===== src/rtl/turn_input_cond.sv =====
// Lever-switch conditioner: per-channel 2-flop sync + debounce, plus a free-running tick divider.
// Optional TURN_COND_ALIGN_EN: register left/right so they only change on tick edges.
module turn_input_cond #(
    parameter int DEBOUNCE_CYCLES = 4,
    parameter int TICK_DIV        = 8
) (
    input  logic clk,
    input  logic reset,
    input  logic left_raw,
    input  logic right_raw,
    output logic left,
    output logic right,
    output logic tick
);

    localparam int CW = (DEBOUNCE_CYCLES > 1) ? $clog2(DEBOUNCE_CYCLES) : 1;
    localparam int TW = $clog2(TICK_DIV);
    localparam logic [CW-1:0] CNT_MAX  = CW'(DEBOUNCE_CYCLES - 1);
    localparam logic [TW-1:0] TCNT_MAX = TW'(TICK_DIV - 1);

    logic [1:0] raw;
    logic [1:0] deb;

    assign raw = {right_raw, left_raw};

    // Channel 0 = left, channel 1 = right; the two never interact.
    for (genvar ch = 0; ch < 2; ch++) begin : g_chan
        logic          s1;
        logic          s2;
        logic          deb_q;
        logic [CW-1:0] cnt;

        always_ff @(posedge clk or posedge reset) begin
            if (reset) begin
                s1    <= 1'b0;
                s2    <= 1'b0;
                deb_q <= 1'b0;
                cnt   <= '0;
            end else begin
                s1 <= raw[ch];
                s2 <= s1;
                if (s2 == deb_q) begin
                    cnt <= '0;
                end else if (cnt == CNT_MAX) begin
                    deb_q <= s2;
                    cnt   <= '0;
                end else begin
                    cnt <= cnt + 1'b1;
                end
            end
        end

        assign deb[ch] = deb_q;
    end

    logic [TW-1:0] tcnt;

    always_ff @(posedge clk or posedge reset) begin
        if (reset) begin
            tcnt <= '0;
        end else if (tcnt == TCNT_MAX) begin
            tcnt <= '0;
        end else begin
            tcnt <= tcnt + 1'b1;
        end
    end

    assign tick = (tcnt == TCNT_MAX);

`ifdef TURN_COND_ALIGN_EN
    logic left_q;
    logic right_q;

    // Sample the debounced levels only on tick so the FSM sees one coherent step.
    always_ff @(posedge clk or posedge reset) begin
        if (reset) begin
            left_q  <= 1'b0;
            right_q <= 1'b0;
        end else if (tick) begin
            left_q  <= deb[0];
            right_q <= deb[1];
        end
    end

    assign left  = left_q;
    assign right = right_q;
`else
    assign left  = deb[0];
    assign right = deb[1];
`endif

endmodule


===== config.mk =====
export PLATFORM = sky130hd
export DESIGN_NAME = turn_input_cond
export DESIGN_NICKNAME = d
export VERILOG_FILES = /design/src/rtl/turn_input_cond.sv
export SDC_FILE = /design/constraint.sdc
export NUM_CORES = 1
export LEC_CHECK = 0
export ABC_CLOCK_PERIOD_IN_PS = 1200
export BUFFER_PORTS_ARGS = -buffer_cell sky130_fd_sc_hd__buf_4
export CAP_MARGIN = 10
export CORE_AREA = 2 2 39 41
export DETAILED_ROUTE_END_ITERATION = 16
export DIE_AREA = 0 0 41 43
export GPL_TIMING_DRIVEN = 1
export HOLD_SLACK_MARGIN = 0.1
export PLACE_DENSITY = 0.53
export SETUP_SLACK_MARGIN = 0.4
export SLEW_MARGIN = 0
export SYNTH_ARGS = -nofsm -noshare
export SYNTH_HDL_FRONTEND = slang
export SYNTH_SLANG_ARGS = --single-unit

===== constraint.sdc =====
create_clock -name clk -period 1.2 [get_ports clk]
set_clock_uncertainty 0.15 [all_clocks]
set_input_delay 0.12 -clock clk [delete_from_list [all_inputs] [get_ports clk]]
set_output_delay 0.12 -clock clk [all_outputs]
set_load 0.05 [all_outputs]

==> run summary, run 1 <==
## Placement
• 576 um2 — instance area after placement
• 0.560 — routability congestion estimate from global placement
• 516 um — half-perimeter wire length after placement
• 6 — number of I/O port buffers
• 49 — Placed Instances

## Clocking
• 2 — hold_buf cts
• 2 — worst-case clock buffer depth
• done — TritonCTS clock tree
• 0.26 ns — clock latency reported for the late side of the worst-skew pair
• 3 — CTS buffer count
• 13 — clock tree sinks
• 1 — total number of H-tree levels
• clkbuf_4 — CTS root buffer
• 0.07 ns — clock slew seen by the registers of the worst setup and hold paths

## Setup path
• 0.93 ns — Critical Path RT
• ha_4 — cell repeated most along the worst path
• 1 — CP bufs+invs
• ha_4, ha_4, buf_6 — CP Cell Sequence
• output port — sort of element at the end of the critical path
• 2 — Worst Reg2Reg Path Length in Cells
• 2 — crit-path max FO
• 0.41 ns — largest stage delay on the critical path
• dfrtp_1 — worst-path cell with the longest stage delay
• flip-flops — top cell family by delay on the critical path
• reg2out — WS Path Type
• left$_DFFE_PP0P_ — endpoint of the lowest-slack register-to-register path
• 1.15 ns — Arr. time, crit path
• register — crit start category
• 0.05 ns — slack of the worst reg-to-reg path
• g_chan[0].cnt[0]$_DFF_PP0_ — Reg-to-Reg Start

## Power and ir drop
• 2230 nW/um2 — power per cell area
• 0.322 nW — Pleak
• 0.000909 V — largest vdd supply drop

## GRT
• 0 — number of antenna violations at the first check in global routing
• 12.7% — total routing resource utilization after global routing
• 0 — residual overflow from global routing
• 14 — pin count of the biggest net entering global routing
• 300 — number of global-route vias before repair
• 1.39 mm — wire length of the first global-routing pass

## Floorplanning
• 7 — Top-Level Pins
• 14 — number of core rows
• 43 um — die height
• 32.9% — effective utilization at floorplan
• 41 um — horizontal die dimension
• 1760 um2 — die area
• 1380 um2 — CORE AREA

## Route
• 250 — number of vias in the routed layout
• 4.24 — vias per std cell
• 0 — number of antenna-violating nets in the routed design
• 2 — number of DRC violations after detailed-routing iteration 0
• 2 — First-pass DRT Iterations
• 12.8 um — routed len/inst
• 0 — DRC violations left
• 757 um — total detailed-routing wirelength

## STA
• 705 MHz — timing-limited maximum frequency
• -0.281 ns — worst hold-check slack
• -0.218 ns — slack of the critical path
• 13 — number of failing hold endpoints at the final stage
• true — unrepaired setup endpoints after global routing
• 0 — max-slew violations
• 1 — setup violation total in the final timing report
• 68.3% — Max transition margin
• 0.474 ns — actual slew at the worst max-slew pin
• 118% — final clock period utilization by the worst path
• 1.42 ns — minimum period implied by the final worst setup slack

## Layout
• 0 — count of inserted antenna diode cells
• 58.2% — relative area change from synthesis to final layout
• 52 — layout net count
• 118 — count of filler cells inserted in the layout
• 58.1% — proportion of layout cells with a drive suffix above 1
• 59 — final cell count without fillers
• 721 um2 — Final Instance Area

## Synthesis
• 27 — Post-Synthesis Cells
• 8 — number of distinct library cells after synthesis
• 71.4% — sequential share of the synthesized area
• 455 um2 — area of the mapped netlist
• 16.9 um2 — mean area per synthesized cell
• 0 — Warnings, synthesis
• 13 — number of synthesized register bits
• 35 — number of nets produced by synthesis

## Outcome
• negative hold slack, negative setup slack — violated checks
• complete, but fails checks — status

## Flow run
• 0 — max capacitance violation total

## Min path
• in2async — path type of the worst min-delay path

-- worst max path at each step --
stage	startpoint	endpoint	slack (ns)	depth (start not counted)
2_1_floorplan	g_chan[0].cnt[0]$_DFF_PP0_	left$_DFFE_PP0P_	0.09	2
3_5_place_dp	tcnt[0]$_DFF_PP0_	tick	0.04	3
5_1_grt	tcnt[0]$_DFF_PP0_	tick	-0.27	3
6_report	tcnt[0]$_DFF_PP0_	tick	-0.22	3
3_3_place_gp	tcnt[0]$_DFF_PP0_	tick	0.05	3
4_1_cts	tcnt[0]$_DFF_PP0_	tick	-0.23	3
-- layout by cell type, fill, tap and decap left out --
cell,instances
inv_1,1
buf_4,5
dfrtp_2,2
nor3_2,2
clkbuf_1,1
ha_4,4
xnor2_4,2
buf_8,2
nor2_1,1
dlygate4sd3_1,2
mux2_4,2
nor2b_1,2
clkbuf_4,3
dfrtp_1,11
buf_6,3
-- synth_stat cells, drive strengths merged --
cell | instances | share of area, %
dfrtp | 13 | 71
ha | 4 | 11
inv | 1 | 0.82
mux2 | 2 | 4.9
nor2 | 1 | 0.82
nor2b | 2 | 2.7
nor3 | 2 | 4.4
xnor2 | 2 | 3.8
-- per-layer routing --
| metal | wire [um] | part of all wire (%) | vias up | global-route usage, % |
|---|---|---|---|---|
| met5 | 0 | 0 | - | 0 |
| met4 | 0 | 0 | 0 | 6.00 |
| met3 | 27 | 3.6 | 0 | 5.24 |
| met2 | 461 | 61 | 6 | 20.0 |
| met1 | 267 | 35 | 124 | 14.1 |
| li1 | - | - | 120 | - |
-- metrics by stage --
step / setup WS (ns) / TNS (ns) / power [W] / utilization (%)
after global routing: -0.270 / -0.270 / 0.00172 / 52.1
after global placement: 0.0521 / 0 / 0.00104 / 41.6
final: -0.218 / -0.218 / 0.00161 / 52.1
after CTS: -0.228 / -0.228 / 0.00162 / 51.4
after detailed placement: 0.0403 / 0 / 0.00108 / 41.6
after floorplan: 0.0866 / 0 / 0.000955 / -
-- layout make-up --
type                    instances  area (um2)  area share (%)
flip-flops and latches         13         328            45.5
multi-input cells              13         221            30.7
repair buffers                 12         121            16.8
clock buffers                   4        26.3            3.65
well taps                      16        20.0            2.78
inverters                       1        3.75           0.521
-- cell families after synthesis --
group / after synthesis / synth area share (%)
flops: 13 / 71.4
buf+inv: 1 / 0.823
fa+ha+maj: 4 / 11.0
mux: 2 / 4.94
xor+xnor: 2 / 3.85
simple gates: 5 / 7.97
-- sequential cells by signal, summed over array words and instances (netlist names) --
register	cells
right	1
g_chan.cnt	4
g_chan.s2	2
left	1
tcnt	3
g_chan.s1	2
-- where the power goes --
part           switching, W  total [W]  leakage (nW)  internal [W]
registers         0.0000955   0.000637         0.158      0.000541
clock network      0.000123   0.000251        0.0150      0.000128
logic              0.000302   0.000721         0.149      0.000418
-- worst reg2reg max path: cells and delay by family (launching register included) --
kind | cells | cell delay, ns
adder cells (fa/ha/maj) | 1 | 0.18
multiplexers | 1 | 0.29
flip-flops | 1 | 0.41
-- repair_timing --
item | CTS | global route
hold endpoints to repair | 15 | 13
cloned | 0 | 0
setup buffers | 4 | 0
setup endpoints to repair | 12 | 12
pin swaps | 1 | 0
resized for setup | 10 | 1
No activity file was read; power rests on OpenSTA's default activity.
==> inputs of run 2 (changes only) <==
- ABC_CLOCK_PERIOD_IN_PS: 1200 -> 1400
- CAP_MARGIN: 10 -> 20
- PLACE_DENSITY: 0.53 -> 0.51
- clock period: 1.2 -> 1.4 ns (I/O delays scaled with it)
==> run 2 against run 1 <==
The run ends with negative setup slack left; clock power is 10% lower; sequential cell count stayed put; critical path depth stayed put; global-route usage is 0.61 points higher; setup slack better by 0.18 ns; combinational power is 3.1% lower; wire length is 5.0% lower; non-clock buffer count is 2 higher; total power is 8.7% lower; die area stayed put; via count is 12% higher; critical path type unchanged; largest power group unchanged.
==> run summary, run 2 (synthesis results as in run 1) <==
## Setup path
• register — crit start category
• 0.39 ns — largest stage delay on the critical path
• dfrtp_1 — worst-path cell with the longest stage delay
• reg2out — WS Path Type
• ha_2, ha_4, buf_6 — CP Cell Sequence
• 2 — crit-path max FO
• 1.11 ns — Critical Path RT
• 1 — CP bufs+invs
• flip-flops — top cell family by delay on the critical path
• 1.15 ns — Arr. time, crit path
• output port — sort of element at the end of the critical path

## Clocking
• done — TritonCTS clock tree
• 13 — clock tree sinks
• 3 — CTS buffer count
• 0.08 ns — clock slew seen by the registers of the worst setup and hold paths
• 2 — worst-case clock buffer depth
• 0.28 ns — clock latency reported for the late side of the worst-skew pair
• 1 — total number of H-tree levels
• clkbuf_4 — CTS root buffer

## Floorplanning
• 1760 um2 — die area
• 1380 um2 — CORE AREA
• 14 — number of core rows
• 32.9% — effective utilization at floorplan
• 7 — Top-Level Pins
• 41 um — horizontal die dimension
• 43 um — die height

## Layout
• g_chan.cnt x4, tcnt x3 — Top Registers
• 751 um2 — Final Instance Area
• 4 — max FFs per register
• 64.4% — proportion of layout cells with a drive suffix above 1
• 54 — layout net count
• 64.8% — relative area change from synthesis to final layout
• dfrtp_1 — most common library cell in the layout ignoring fill and taps
• 328 um2 — sequential cell area
• 226 um2 — area of the multi-input gates
• 0 — count of inserted antenna diode cells
• 54.2% — utilization after layout
• 11 x dfrtp_1, 5 x buf_4, 4 x buf_6 — most frequent cells in the layout
• g_chan.cnt — largest register by flop count
• 115 — count of filler cells inserted in the layout
• 61 — final cell count without fillers

## Flow run
• 0 — max capacitance violation total

## Placement
• 0.672 — routability congestion estimate from global placement
• 511 um — half-perimeter wire length after placement
• 566 um2 — instance area after placement
• 49 — Placed Instances
• 6 — number of I/O port buffers

## STA
• -0.0419 ns — slack of the critical path
• 103% — final clock period utilization by the worst path
• 0 — max-slew violations
• 1.44 ns — minimum period implied by the final worst setup slack
• 0 — number of failing hold endpoints at the final stage
• 1 — setup violation total in the final timing report
• 0.276 ns — actual slew at the worst max-slew pin
• true — unrepaired setup endpoints after global routing
• 694 MHz — timing-limited maximum frequency
• 81.6% — Max transition margin

## Power and ir drop
• 1960 nW/um2 — power per cell area
• 0.335 nW — Pleak
• 0.000711 V — largest vdd supply drop

## GRT
• 14 — pin count of the biggest net entering global routing
• 0 — number of antenna violations at the first check in global routing
• 13.3% — total routing resource utilization after global routing
• 1.38 mm — wire length of the first global-routing pass
• 326 — number of global-route vias before repair
• 0 — residual overflow from global routing

## Route
• 0 — number of antenna-violating nets in the routed design
• 0 — DRC violations left
• 11.8 um — routed len/inst
• 2 — number of DRC violations after detailed-routing iteration 0
• 280 — number of vias in the routed layout
• 4.59 — vias per std cell
• 719 um — total detailed-routing wirelength
• 2 — First-pass DRT Iterations

## Outcome
• complete, but fails checks — status
• negative setup slack — violated checks

## Min path
• in2async — path type of the worst min-delay path

[run 2: changes by cell type in the layout (fill, tap and decap cells not counted), sizes merged]
cell / before / now
inv: 1 / 0
dlygate4sd3: 2 / 3
clkinvlp: 0 / 1
buf: 10 / 11
[run 2: layout make-up]
| type | instances | area share (%) |
|---|---|---|
| clock buffer | 4 | 3.50 |
| timing repair buffer | 14 | 19.0 |
| multi-input combinational | 13 | 30.2 |
| tap | 16 | 2.67 |
| sequential | 13 | 43.7 |
| inverter | 1 | 1.00 |
[run 2: metrics by stage]
step | setup TNS (ns) | hold WS (ns) | setup WS [ns] | total power (W)
after CTS | -0.0496 | 0.211 | -0.0496 | 0.00146
after global placement | 0 | 0.0214 | 0.238 | 0.000893
final | -0.0419 | 0.208 | -0.0419 | 0.00147
after global routing | -0.0894 | 0.214 | -0.0894 | 0.00156
after detailed placement | 0 | 0.0413 | 0.223 | 0.000930
after floorplan | 0 | -0.133 | 0.287 | 0.000818
[run 2: tightest hold or removal path, cell delays in order]
cell	delay, ns
dlygate4sd3_1	0.53
buf_4	0.14
clkinvlp_4	0.20
[run 2: power breakdown]
group | switching (W) | total [W] | internal (W) | leakage (nW)
registers | 0.0000805 | 0.000544 | 0.000464 | 0.158
logic | 0.000278 | 0.000699 | 0.000421 | 0.162
clock network | 0.000115 | 0.000226 | 0.000110 | 0.0150
total | 0.000474 | 0.00147 | 0.000995 | 0.335
[run 2: what timing repair did]
item / in CTS / in global routing
buffers inserted: 5 / 0
hold buffers: 3 / 0
endpoints found under the hold margin: 15 / 0
pin swaps: 3 / 3
gates resized for setup: 13 / 2
setup endpoints to repair: 10 / 19
[run 2: per-layer routing]
metal / wire length [um] / vias to the layer above / GRT usage (%) / share of wire (%)
met5: 0 / - / 0 / 0
met4: 10 / 0 / 12.0 / 1.4
met3: 32 / 2 / 6.28 / 4.5
met2: 407 / 6 / 18.1 / 57
met1: 269 / 147 / 14.4 / 37
li1: - / 125 / - / -
[run 2: worst paths after layout]
check,startpoint,to,slack (ns),cells after the start
max,tcnt[0]$_DFF_PP0_,tick,-0.04,3
min,reset,g_chan[0].cnt[1]$_DFF_PP0_,0.21,3
max reg2reg,g_chan[1].cnt[0]$_DFF_PP0_,right$_DFFE_PP0P_,0.25,2
min reg2reg,g_chan[1].s1$_DFF_PP0_,g_chan[1].s2$_DFF_PP0_,0.21,0
max in group asynchronous,reset,right$_DFFE_PP0P_,0.68,3
min in group clk,g_chan[1].s1$_DFF_PP0_,g_chan[1].s2$_DFF_PP0_,0.21,0
